### config.mk
export PLATFORM = sky130hd
export DESIGN_NAME = jace_ps2_keyboard
export DESIGN_NICKNAME = d
export VERILOG_FILES = /design/src/rtl/jace_ps2_keyboard.sv
export SDC_FILE = /design/constraint.sdc
export NUM_CORES = 1
export LEC_CHECK = 0
export BUFFER_PORTS_ARGS = -buffer_cell sky130_fd_sc_hd__buf_2
export CAP_MARGIN = 5
export CORE_UTILIZATION = 50
export DETAILED_ROUTE_END_ITERATION = 12
export PLACE_DENSITY = 0.67
export SETUP_SLACK_MARGIN = 0.05
export SLEW_MARGIN = 25
export SYNTH_ARGS = -nofsm -noshare
export SYNTH_HDL_FRONTEND = slang
export SYNTH_SLANG_ARGS = --single-unit
### constraint.sdc
create_clock -name clk -period 3.8 [get_ports clk]
set_input_delay 0.19 -clock clk [delete_from_list [all_inputs] [get_ports clk]]
set_output_delay 0.19 -clock clk [all_outputs]
set_load 0.02 [all_outputs]
### src/rtl/jace_ps2_keyboard.sv
// PS/2 set-2 keyboard front end for the Jupiter Ace: receives scancodes and
// maintains the 8x5 key matrix read by the CPU through address lines A15-A8.
module jace_ps2_keyboard #(
    parameter int TIMEOUT_CYCLES = 6500,
    parameter int FILTER_LEN     = 8
) (
    input  logic       clk,
    input  logic       rst_n,
    input  logic       ps2clk,
    input  logic       ps2data,
    input  logic [7:0] rows,
    output logic [4:0] kbdcols,
    output logic [7:0] code,
    output logic       code_valid
);

    localparam int FW = $clog2(FILTER_LEN + 1);
    localparam int TW = $clog2(TIMEOUT_CYCLES + 1);

    typedef enum logic [1:0] {IDLE, DATA, PARITY, STOP} rx_state_t;

    rx_state_t       state, next_state;
    logic            ps2clk_s1, ps2clk_s2, ps2data_s1, ps2data_s2;
    logic            filt, filt_d, tick;
    logic [FW-1:0]   filt_cnt;
    logic [TW-1:0]   to_cnt;
    logic [2:0]      bit_cnt;
    logic [7:0]      shreg;
    logic            par_bit;
    logic            byte_ok, frame_bad;
    logic            rel_flag, ext_flag, bksp;
    logic [7:0][4:0] matrix;
    logic [7:0][4:0] eff_matrix;
    logic [6:0]      key_sel;

    // Returns {hit, row, col} for a scancode; Backspace is handled separately.
    function automatic logic [6:0] key_map(input logic ext, input logic [7:0] b);
        key_map = 7'd0;
        if (ext) begin
            case (b)
                8'h14:        key_map = {1'b1, 3'd0, 3'd1};
                8'h5A:        key_map = {1'b1, 3'd6, 3'd0};
                default:      key_map = 7'd0;
            endcase
        end else begin
            case (b)
                8'h12, 8'h59: key_map = {1'b1, 3'd0, 3'd0};
                8'h14:        key_map = {1'b1, 3'd0, 3'd1};
                8'h1A:        key_map = {1'b1, 3'd0, 3'd2};
                8'h22:        key_map = {1'b1, 3'd0, 3'd3};
                8'h21:        key_map = {1'b1, 3'd0, 3'd4};
                8'h1C:        key_map = {1'b1, 3'd1, 3'd0};
                8'h1B:        key_map = {1'b1, 3'd1, 3'd1};
                8'h23:        key_map = {1'b1, 3'd1, 3'd2};
                8'h2B:        key_map = {1'b1, 3'd1, 3'd3};
                8'h34:        key_map = {1'b1, 3'd1, 3'd4};
                8'h15:        key_map = {1'b1, 3'd2, 3'd0};
                8'h1D:        key_map = {1'b1, 3'd2, 3'd1};
                8'h24:        key_map = {1'b1, 3'd2, 3'd2};
                8'h2D:        key_map = {1'b1, 3'd2, 3'd3};
                8'h2C:        key_map = {1'b1, 3'd2, 3'd4};
                8'h16:        key_map = {1'b1, 3'd3, 3'd0};
                8'h1E:        key_map = {1'b1, 3'd3, 3'd1};
                8'h26:        key_map = {1'b1, 3'd3, 3'd2};
                8'h25:        key_map = {1'b1, 3'd3, 3'd3};
                8'h2E:        key_map = {1'b1, 3'd3, 3'd4};
                8'h45:        key_map = {1'b1, 3'd4, 3'd0};
                8'h46:        key_map = {1'b1, 3'd4, 3'd1};
                8'h3E:        key_map = {1'b1, 3'd4, 3'd2};
                8'h3D:        key_map = {1'b1, 3'd4, 3'd3};
                8'h36:        key_map = {1'b1, 3'd4, 3'd4};
                8'h4D:        key_map = {1'b1, 3'd5, 3'd0};
                8'h44:        key_map = {1'b1, 3'd5, 3'd1};
                8'h43:        key_map = {1'b1, 3'd5, 3'd2};
                8'h3C:        key_map = {1'b1, 3'd5, 3'd3};
                8'h35:        key_map = {1'b1, 3'd5, 3'd4};
                8'h5A:        key_map = {1'b1, 3'd6, 3'd0};
                8'h4B:        key_map = {1'b1, 3'd6, 3'd1};
                8'h42:        key_map = {1'b1, 3'd6, 3'd2};
                8'h3B:        key_map = {1'b1, 3'd6, 3'd3};
                8'h33:        key_map = {1'b1, 3'd6, 3'd4};
                8'h29:        key_map = {1'b1, 3'd7, 3'd0};
                8'h3A:        key_map = {1'b1, 3'd7, 3'd1};
                8'h31:        key_map = {1'b1, 3'd7, 3'd2};
                8'h32:        key_map = {1'b1, 3'd7, 3'd3};
                8'h2A:        key_map = {1'b1, 3'd7, 3'd4};
                default:      key_map = 7'd0;
            endcase
        end
    endfunction

    always_ff @(posedge clk) begin
        if (!rst_n) begin
            ps2clk_s1  <= 1'b1;
            ps2clk_s2  <= 1'b1;
            ps2data_s1 <= 1'b1;
            ps2data_s2 <= 1'b1;
            filt       <= 1'b1;
            filt_d     <= 1'b1;
            filt_cnt   <= '0;
        end else begin
            ps2clk_s1  <= ps2clk;
            ps2clk_s2  <= ps2clk_s1;
            ps2data_s1 <= ps2data;
            ps2data_s2 <= ps2data_s1;
            filt_d     <= filt;
            if (ps2clk_s2 == filt) begin
                filt_cnt <= '0;
            end else if (filt_cnt == FW'(FILTER_LEN - 1)) begin
                filt     <= ps2clk_s2;
                filt_cnt <= '0;
            end else begin
                filt_cnt <= filt_cnt + FW'(1);
            end
        end
    end

    assign tick = filt_d & ~filt;

    always_ff @(posedge clk) begin
        if (!rst_n) begin
            state   <= IDLE;
            to_cnt  <= '0;
            bit_cnt <= '0;
            shreg   <= '0;
            par_bit <= 1'b0;
        end else begin
            state <= next_state;
            if (state == IDLE || tick) to_cnt <= '0;
            else                       to_cnt <= to_cnt + TW'(1);
            if (tick) begin
                case (state)
                    IDLE:    bit_cnt <= '0;
                    DATA: begin
                        shreg   <= {ps2data_s2, shreg[7:1]};
                        bit_cnt <= bit_cnt + 3'd1;
                    end
                    PARITY:  par_bit <= ps2data_s2;
                    default: ;
                endcase
            end
        end
    end

    // A timeout takes priority only when no tick arrives in the same cycle.
    always_comb begin
        next_state = state;
        byte_ok    = 1'b0;
        frame_bad  = 1'b0;
        if (state != IDLE && !tick && to_cnt == TW'(TIMEOUT_CYCLES)) begin
            next_state = IDLE;
        end else if (tick) begin
            case (state)
                IDLE:   if (!ps2data_s2) next_state = DATA;
                DATA:   if (bit_cnt == 3'd7) next_state = PARITY;
                PARITY: next_state = STOP;
                STOP: begin
                    next_state = IDLE;
                    if (ps2data_s2 && ^{shreg, par_bit}) byte_ok = 1'b1;
                    else                                 frame_bad = 1'b1;
                end
                default: next_state = IDLE;
            endcase
        end
    end

    assign key_sel = key_map(ext_flag, shreg);

    always_ff @(posedge clk) begin
        if (!rst_n) begin
            code       <= 8'h00;
            code_valid <= 1'b0;
            rel_flag   <= 1'b0;
            ext_flag   <= 1'b0;
            bksp       <= 1'b0;
            matrix     <= '1;
        end else begin
            code_valid <= 1'b0;
            if (byte_ok) begin
                code       <= shreg;
                code_valid <= 1'b1;
                if (shreg == 8'hF0) begin
                    rel_flag <= 1'b1;
                end else if (shreg == 8'hE0) begin
                    ext_flag <= 1'b1;
                end else begin
                    if (!ext_flag && shreg == 8'h66) bksp <= ~rel_flag;
                    else if (key_sel[6])             matrix[key_sel[5:3]][key_sel[2:0]] <= rel_flag;
                    rel_flag <= 1'b0;
                    ext_flag <= 1'b0;
                end
            end else if (frame_bad) begin
                rel_flag <= 1'b0;
                ext_flag <= 1'b0;
            end
        end
    end

    // Backspace presents as SHIFT+0 without touching the physical key bits.
    always_comb begin
        eff_matrix       = matrix;
        eff_matrix[0][0] = matrix[0][0] & ~bksp;
        eff_matrix[4][0] = matrix[4][0] & ~bksp;
        kbdcols          = 5'b11111;
        for (int r = 0; r < 8; r++) begin
            if (!rows[r]) kbdcols = kbdcols & eff_matrix[r];
        end
    end

endmodule

After elaboration in Yosys (flattened, before gate mapping)

Memories as Yosys holds them, arrays and structs flattened. A register that Yosys moved wholly into a read port is not among the register bits.
Index checks and enable logic that the tools add are counted.

Flip-flop bits (word level): 89
ROM bits: 896
Bits of input ports: 12
Word-level logic and storage cells: 131
Memories kept: 1

Memory list:

| memory          | depth | bits a word | rd ports | clocked after Yosys merged registers in | wr ports | RTL line | RTL |
|---|---|---|---|---|---|---|---|
| (no name shown) | 128   | 7           | 1        | 1                                       | 0        | 46       | `case (b)` |

$add $sub $neg: 3
$lt $le $gt $ge: 4
Equality and inequality tests: 16
Multiplexer cells: 38
Bitwise logic cells: 18
Reduce and logical (&&, ||, !) cells: 26

Operators with widths:

| operator                                                              | count |
|---|---|
| 5-bit two-way mux                                                     | 9 |
| 40-bit bitwise mux                                                    | 1 |
| 5-bit AND                                                             | 7 |
| 7-bit two-way mux                                                     | 4 |
| 1-bit two-way mux                                                     | 17 |
| 8-bit by 7-bit == test with 1-bit output, second input constant       | 2 |
| 8-bit == test, second input constant                                  | 2 |
| 5-bit demux with 3-bit select                                         | 1 |
| 7-bit one-hot mux with 2 select lines                                 | 1 |
| 13-bit by 1-bit adder with 13-bit output, second input constant       | 1 |
| 13-bit == test, second input constant                                 | 1 |
| 2-bit AND reduction                                                   | 6 |
| 9-bit parity                                                          | 1 |
| 8-bit by 5-bit == test with 1-bit output, second input constant       | 1 |
| 3-bit by 4-bit < comparator with 1-bit output, second input constant  | 2 |
| 1-bit inverter                                                        | 8 |
| 2-bit one-hot mux with 4 select lines                                 | 1 |
| 3-bit by 1-bit >= comparator with 1-bit output, second input constant | 2 |
| 1-bit logical AND                                                     | 6 |
| 2-bit != test, second input constant                                  | 3 |
| 3-bit one-hot mux with 2 select lines                                 | 1 |
| 2-bit nonzero test                                                    | 3 |
| 5-bit AND reduction                                                   | 1 |
| 4-bit by 1-bit adder with 4-bit output, second input constant         | 1 |
| other kinds (17)                                                      | 23 |

Longest topological paths before layout

Gate-level depths: netlist (run 1).

Depth in word-level cells: 17
Mapped depth: 14
Depth with buffers taken out: 12

Least setup slack after synthesis (run 1)

No wires, ideal clock.

Path type: register -> register
Start point: register state[1]
End point: register (tool-made name)
Setup time: 122 ps
Arrival: 2710 ps
Setup slack: 968 ps
Stages on the path, launching flop included: 13
Buffers on the path: 2
Period minus slack after synthesis: 2832 ps
Cells stage by stage: dfxtp_1 -> inv_1 -> ha_1 -> and3b_1 -> buf_2 -> buf_2 -> nand2_1 -> a21oi_1 -> inv_1 -> ha_1 -> and3_1 -> o311a_1 -> a311o_1

RTL lines:

| what                     | RTL line | RTL |
|---|---|---|
| start: declaration       | 22       | `rx_state_t state, next_state;` |
| start signal: assignment | 128      | `state <= next_state;` |

==> results.sh, run 1 <==
export IMPL_cts_tree="done"
export IMPL_min_path_cells=3
export IMPL_multi_input_area_um2=3020
export IMPL_wl_per_cell_um=18.0
export IMPL_cts_max_level=3
export IMPL_crit_arrival_ns=3.37
export IMPL_synthFlopType="dfxtp_1"
export IMPL_fin_hold_ws_ns=0.150
export IMPL_fin_util_pct=56.2
export IMPL_setup_viol=0
export IMPL_max_clock_path_buffers=2
export IMPL_seq_area_um2=1920
export IMPL_p_per_area_nw_per_um2=308
export IMPL_grt_pass1_vias=4286
export IMPL_worst_clock_skew_ns=0.0139
export IMPL_p_seq_share_pct=58.7
export IMPL_p_sw_share_pct=22.8
export IMPL_finalHoldViolations=0
export IMPL_grt_max_degree=50
export IMPL_min_from="rst_n"
export IMPL_fillers=945
export IMPL_min_period_ns=3.11
export IMPL_synth_seq_area_share_pct=37.1
export IMPL_num_vias=4671
export IMPL_crit_fanout=8
export IMPL_fp_row_count=36
export IMPL_drc_errors=0
export IMPL_finalSetupTns_ns=0
export IMPL_drt_met1_wl_mm=5.97
export IMPL_synth_area_um2=5180
export IMPL_synth_cell_types=65
export IMPL_grt_pass1_wl_mm=22.1
export IMPL_ir_drop_mv=0.203
export IMPL_fmax_ghz=0.321
export IMPL_diodes=0
export IMPL_fin_crit_sh_pct=81.9
export IMPL_slew_viol_final=0
export IMPL_synth_nets=631
export IMPL_cts_made_buffers=9
export IMPL_stdcell_count=748
export IMPL_timing_rr_start="state[1]"
export IMPL_start_kind="register"
export IMPL_top_layer="met4"
export IMPL_antenna_found_initial=0
export IMPL_cap_violations=0
export IMPL_post_cts_buffers=0
export IMPL_clkSinkCount=96
export IMPL_globalplace_congestion=0.866
export IMPL_initial_core_util_pct=52.3
export IMPL_dp_cells=730
export IMPL_synth_seq_cells=96
export IMPL_worstPathRequired_ns=4.06
export IMPL_drt_iter0_markers=252
export IMPL_hold_end="code[4]"
export IMPL_fp_dieH_um=104
export IMPL_clock_latency_ns=0.37
export IMPL_io_pins=26
export IMPL_p_leak_nw=2.01
export IMPL_drive_gt1_share_pct=10.7
export IMPL_rrSetupSlack_ns=0.69
export IMPL_wl_met2_mm=6.43
export IMPL_clkPwrFrac_pct=38.9
export IMPL_synth_avg_cell_area_um2=8.63
export IMPL_area_growth_pct=7.36
export IMPL_hold_path_class="input pin to register"
export IMPL_syn_inst=601
export IMPL_synth_warnings=0
export IMPL_crit_path_end_kind="register"
export IMPL_coreArea_um2=9910
export IMPL_wl_mm=13.5
export IMPL_synth_edff_count=0
export IMPL_viasPerCell=6.24
export IMPL_slew_headroom_pct=53.9
export IMPL_p_total_w=0.00172
export IMPL_cts_root_buffer="clkbuf_8"
export IMPL_postCtsResizedCells=0
export IMPL_net_switching_power_w=0.000391
export IMPL_port_buffers=25
export IMPL_tightest_slew_ns=0.691
export IMPL_drt_pass1_iterations=5
export IMPL_comb_power_share_pct=2.3
export IMPL_r2r_cells=10
export IMPL_ant_nets=0
export IMPL_met3_wirelength_um=730
export IMPL_intPower_w=0.00133
export IMPL_clk_pin_slew_ns=0.09
export IMPL_hpwl_mm=9.49
export IMPL_nets=640
export IMPL_rsz0062_at_grt="false"
export IMPL_die_area_um2=10800
export IMPL_synthArstFlopShare_pct=0
export IMPL_status="complete, no violations"
export IMPL_die_x_um=104
export IMPL_grt_overflow_total=0
export IMPL_path_class="register to register"
export IMPL_grt_usage_pct=25.4
-- cell usage in the layout, fill, tap and decap left out, types with 10 or more instances in the layout --
cell type | synthesis | final
a21oi_1 | 16 | 16
and3_1 | 10 | 10
buf_2 | 11 | 25
dfxtp_1 | 96 | 96
ha_1 | 18 | 18
inv_1 | 17 | 17
mux2i_1 | 23 | 23
nand2_1 | 53 | 53
nand2b_1 | 13 | 13
nand3_1 | 28 | 28
nand4_1 | 12 | 12
nor2_1 | 53 | 53
nor2b_1 | 10 | 10
o211ai_1 | 25 | 25
o21ai_0 | 13 | 13
o22ai_1 | 19 | 19
o31ai_1 | 31 | 31
xor2_1 | 12 | 12
-- registers in the layout (all words and copies together), names as in the netlist, 2 cells and up, named ones only --
| signal | count |
|---|---|
| to_cnt | 13 |
| code | 8 |
| shreg | 8 |
| filt_cnt | 4 |
| eff_matrix | 38 |
| state | 2 |
| matrix | 2 |
| bit_cnt | 3 |
-- power groups by stage --
stage	Sequential [W]	Clock [W]	Combinational (W)
3_3_place_gp	0.00103	0	0.0000373
4_1_cts	0.00101	0.000682	0.0000392
3_5_place_dp	0.00103	0	0.0000376
2_1_floorplan	0.00103	0	0.0000176
5_1_grt	0.00101	0.000727	0.0000420
6_report	0.00101	0.000669	0.0000399
-- final cells by class --
cell class,count,area share [%]
clock buffer,12,2.43
clock inverter,4,0.967
inverter,20,1.35
multi-input combinational,450,54.3
sequential,96,34.5
tap,133,2.99
timing repair buffer,33,3.42
-- cell families after synthesis --
| kind of cell | count (synthesis) | synth area share (%) |
|---|---|---|
| simple gates | 229 | 22.9 |
| compound gates | 154 | 21.3 |
| flops | 96 | 37.1 |
| buf+inv | 55 | 4.61 |
| mux | 28 | 6.03 |
| xor+xnor | 21 | 3.69 |
| fa+ha+maj | 18 | 4.34 |
-- worst max-delay path: stages (launching register included) --
cell,delay (ns)
dfxtp_1,0.35
inv_1,0.09
ha_1,0.24
and3b_1,0.46
nand2_1,0.18
a21oi_1,0.35
inv_1,0.17
ha_1,0.40
and3_1,0.21
o311a_1,0.28
a311o_1,0.27
-- worst max path at each step --
stage               startpoint  slack [ns]  endpoint  cells past startpoint
floorplan             state[1]        0.97  register                     12
global placement      state[1]        0.86  register                     10
detailed placement    state[1]        0.71  register                     10
CTS                   state[1]        0.69  register                     10
global route          state[1]        0.42  register                     10
finish                state[1]        0.69  register                     10
-- synthesized netlist by cell type (11+ instances only) --
| cell type | count | area [µm²] |
|---|---|---|
| o22ai_1 | 19 | 119 |
| ha_1 | 18 | 225 |
| nand2b_1 | 13 | 81.3 |
| a21oi_1 | 16 | 80.1 |
| nand2_1 | 53 | 199 |
| mux2i_1 | 23 | 230 |
| inv_1 | 17 | 63.8 |
| o211ai_1 | 25 | 188 |
| nor2_1 | 53 | 199 |
| nand3_1 | 28 | 140 |
| clkbuf_1 | 15 | 56.3 |
| o31ai_1 | 31 | 233 |
| nand4_1 | 12 | 75.1 |
| dfxtp_1 | 96 | 1920 |
| xor2_1 | 12 | 105 |
| o21ai_0 | 13 | 65.1 |
| buf_2 | 11 | 55.1 |
-- metrics by stage --
step                instance area (µm²)  worst slack [ns]
finish                             5570             0.687
global route                       5570             0.419
CTS                                5570             0.688
detailed placement                 5360             0.714
global placement                   5360             0.865
floorplan                          5180             0.968
-- layer usage --
layer  track usage (%)  up-vias
li1                  -     2238
met1              33.3     2236
met2              41.8      171
met3              3.27       26
met4              11.4        0
met5                 0        -
-- repair_timing --
action                                 in CTS  in global routing
setup endpoints to repair                   0                  0
hold buffers                                2                  0
endpoints found under the hold margin       2                  0
No activity file was read; power rests on OpenSTA's default activity.
==> run 2: changes to the inputs <==
==> constraint.sdc (replaced) <==
create_clock -name clk -period 3.3 [get_ports clk]
set_input_delay 0.165 -clock clk [delete_from_list [all_inputs] [get_ports clk]]
set_output_delay 0.165 -clock clk [all_outputs]
set_load 0.02 [all_outputs]
==> run 2 against run 1 <==
Compared with the run above: count of clock-buffer cells in the layout is the same; combinational power increased by 14%; register-to-register slack got worse by 0.32 ns; clock power grew 7.3%; critical path type unchanged; largest power group unchanged.
==> results.sh, run 2 (same netlist as run 1, synthesis figures left out) <==
export IMPL_cts_max_level=3
export IMPL_die_x_um=104
export IMPL_final_cell_mix="dfxtp_1, nor2_1, nand2_1, o31ai_1, nand3_1"
export IMPL_rsz0062_at_grt="false"
export IMPL_stdcell_count=753
export IMPL_worst_clock_skew_ns=0.00982
export IMPL_finalSetupTns_ns=0
export IMPL_finalHoldViolations=0
export IMPL_ant_nets=0
export IMPL_cts_root_buffer="clkbuf_8"
export IMPL_clk_pin_slew_ns=0.10
export IMPL_intPower_w=0.00147
export IMPL_cts_tree="done"
export IMPL_p_sw_share_pct=23.7
export IMPL_comb_power_share_pct=2.4
export IMPL_clkSinkCount=96
export IMPL_placed_cell_area_um2=5400
export IMPL_num_vias=4637
export IMPL_clock_latency_ns=0.37
export IMPL_largest_reg_flops=38
export IMPL_start_kind="register"
export IMPL_drt_pass1_iterations=4
export IMPL_slew_viol_final=0
export IMPL_diodes=0
export IMPL_hpwl_mm=9.53
export IMPL_drive_gt1_share_pct=11.8
export IMPL_fp_row_count=36
export IMPL_grt_pass1_wl_mm=22.2
export IMPL_grt_pass1_vias=4392
export IMPL_wl_mm=13.4
export IMPL_nets=645
export IMPL_grt_max_degree=48
export IMPL_tightest_slew_ns=0.694
export IMPL_crit_path_end_kind="register"
export IMPL_final_common_cell="dfxtp_1"
export IMPL_ir_drop_mv=0.181
export IMPL_critical_path_startpoint="state[1]"
export IMPL_min_path_cells=3
export IMPL_path_class="register to register"
export IMPL_crit_fanout=10
export IMPL_fin_area_um2=5590
export IMPL_fin_crit_sh_pct=88.7
export IMPL_net_switching_power_w=0.000456
export IMPL_worstPathRequired_ns=3.56
export IMPL_clkPwrFrac_pct=37.3
export IMPL_globalplace_congestion=0.874
export IMPL_port_buffers=25
export IMPL_p_per_area_nw_per_um2=344
export IMPL_grt_overflow_total=0
export IMPL_r2r_cells=11
export IMPL_fp_dieH_um=104
export IMPL_antenna_found_initial=0
export IMPL_cts_made_buffers=9
export IMPL_io_pins=26
export IMPL_min_period_ns=2.93
export IMPL_fmax_ghz=0.341
export IMPL_post_cts_buffers=0
export IMPL_dp_cells=735
export IMPL_slew_headroom_pct=53.5
export IMPL_fillers=952
export IMPL_die_area_um2=10800
export IMPL_setup_viol=0
export IMPL_crit_arrival_ns=3.19
export IMPL_area_growth_pct=7.87
export IMPL_p_leak_nw=2.03
export IMPL_grt_usage_pct=25.5
export IMPL_viasPerCell=6.16
export IMPL_hold_path_class="input pin to register"
export IMPL_status="complete, no violations"
export IMPL_cap_violations=0
export IMPL_p_seq_share_pct=60.3
export IMPL_rrSetupSlack_ns=0.37
export IMPL_wl_per_cell_um=17.8
export IMPL_max_clock_path_buffers=2
export IMPL_drt_iter0_markers=332
export IMPL_initial_core_util_pct=52.3
export IMPL_drc_errors=0
export IMPL_coreArea_um2=9910
export IMPL_timing_rr_start="state[1]"
-- run 2: cell count changes in the layout (fill, tap and decap cells not counted), sizes merged --
cell and change:
buf +5, bufinv -1, clkinv +1
-- run 2: worst min path at each step --
stage,from,to,slack (ns)
after global placement,ps2data,ps2data_s1,0.34
after detailed placement,ps2data,ps2data_s1,0.35
after global routing,rst_n,code_valid,0.18
after floorplan,ps2clk,ps2clk_s1,0.27
after CTS,rst_n,code[5],0.15
final,rst_n,code[5],0.16
-- run 2: power by group through the flow --
stage,Combinational [W],Clock [W],Sequential [W]
detailed placement,0.0000432,0,0.00119
global route,0.0000489,0.000780,0.00116
finish,0.0000456,0.000718,0.00116
floorplan,0.0000202,0,0.00119
global placement,0.0000432,0,0.00119
CTS,0.0000451,0.000733,0.00116
-- run 2: per-layer routing --
metal | part of all wire [%] | GRT usage, %
met2 | 47 | 41.8
met1 | 46 | 33.7
met3 | 5.0 | 3.78
met4 | 2.5 | 9.90
met5 | 0 | 0
-- run 2: final cells by class --
cell class                      count  area [µm²]  area share [%]
Timing Repair Buffer               38         228            4.07
Tap cell                          133         166            2.98
Multi-Input combinational cell    450        3030            54.1
Inverter                           20        75.1            1.34
Clock inverter                      4        28.8           0.515
Sequential cell                    96        1920            34.4
Clock buffer                       12         145            2.60
-- run 2: repair_timing --
item | 4_1_cts | 5_1_grt
hold buffers | 2 | 0
hold endpoints to repair | 2 | 0
resized for setup | 0 | 1
setup endpoints to repair | 0 | 1
-- run 2: stage by stage --
stage          util, %  hold slack [ns]  worst slack, ns  power, W
2_1_floorplan        -            0.266            0.468   0.00121
3_3_place_gp      54.4            0.344            0.450   0.00123
3_5_place_dp      54.4            0.350            0.330   0.00123
4_1_cts           56.4            0.151            0.310   0.00194
5_1_grt           56.4            0.180            0.126   0.00199
6_report          56.4            0.161            0.372   0.00193
-- run 2: worst max-delay path, stage by stage (launching register included) --
cell,delay (ns)
dfxtp_1,0.35
inv_1,0.08
ha_1,0.25
and3b_1,0.21
buf_4,0.20
nand2_1,0.15
a21oi_2,0.28
inv_1,0.14
ha_1,0.40
and3_1,0.21
o311a_1,0.28
a311o_1,0.27
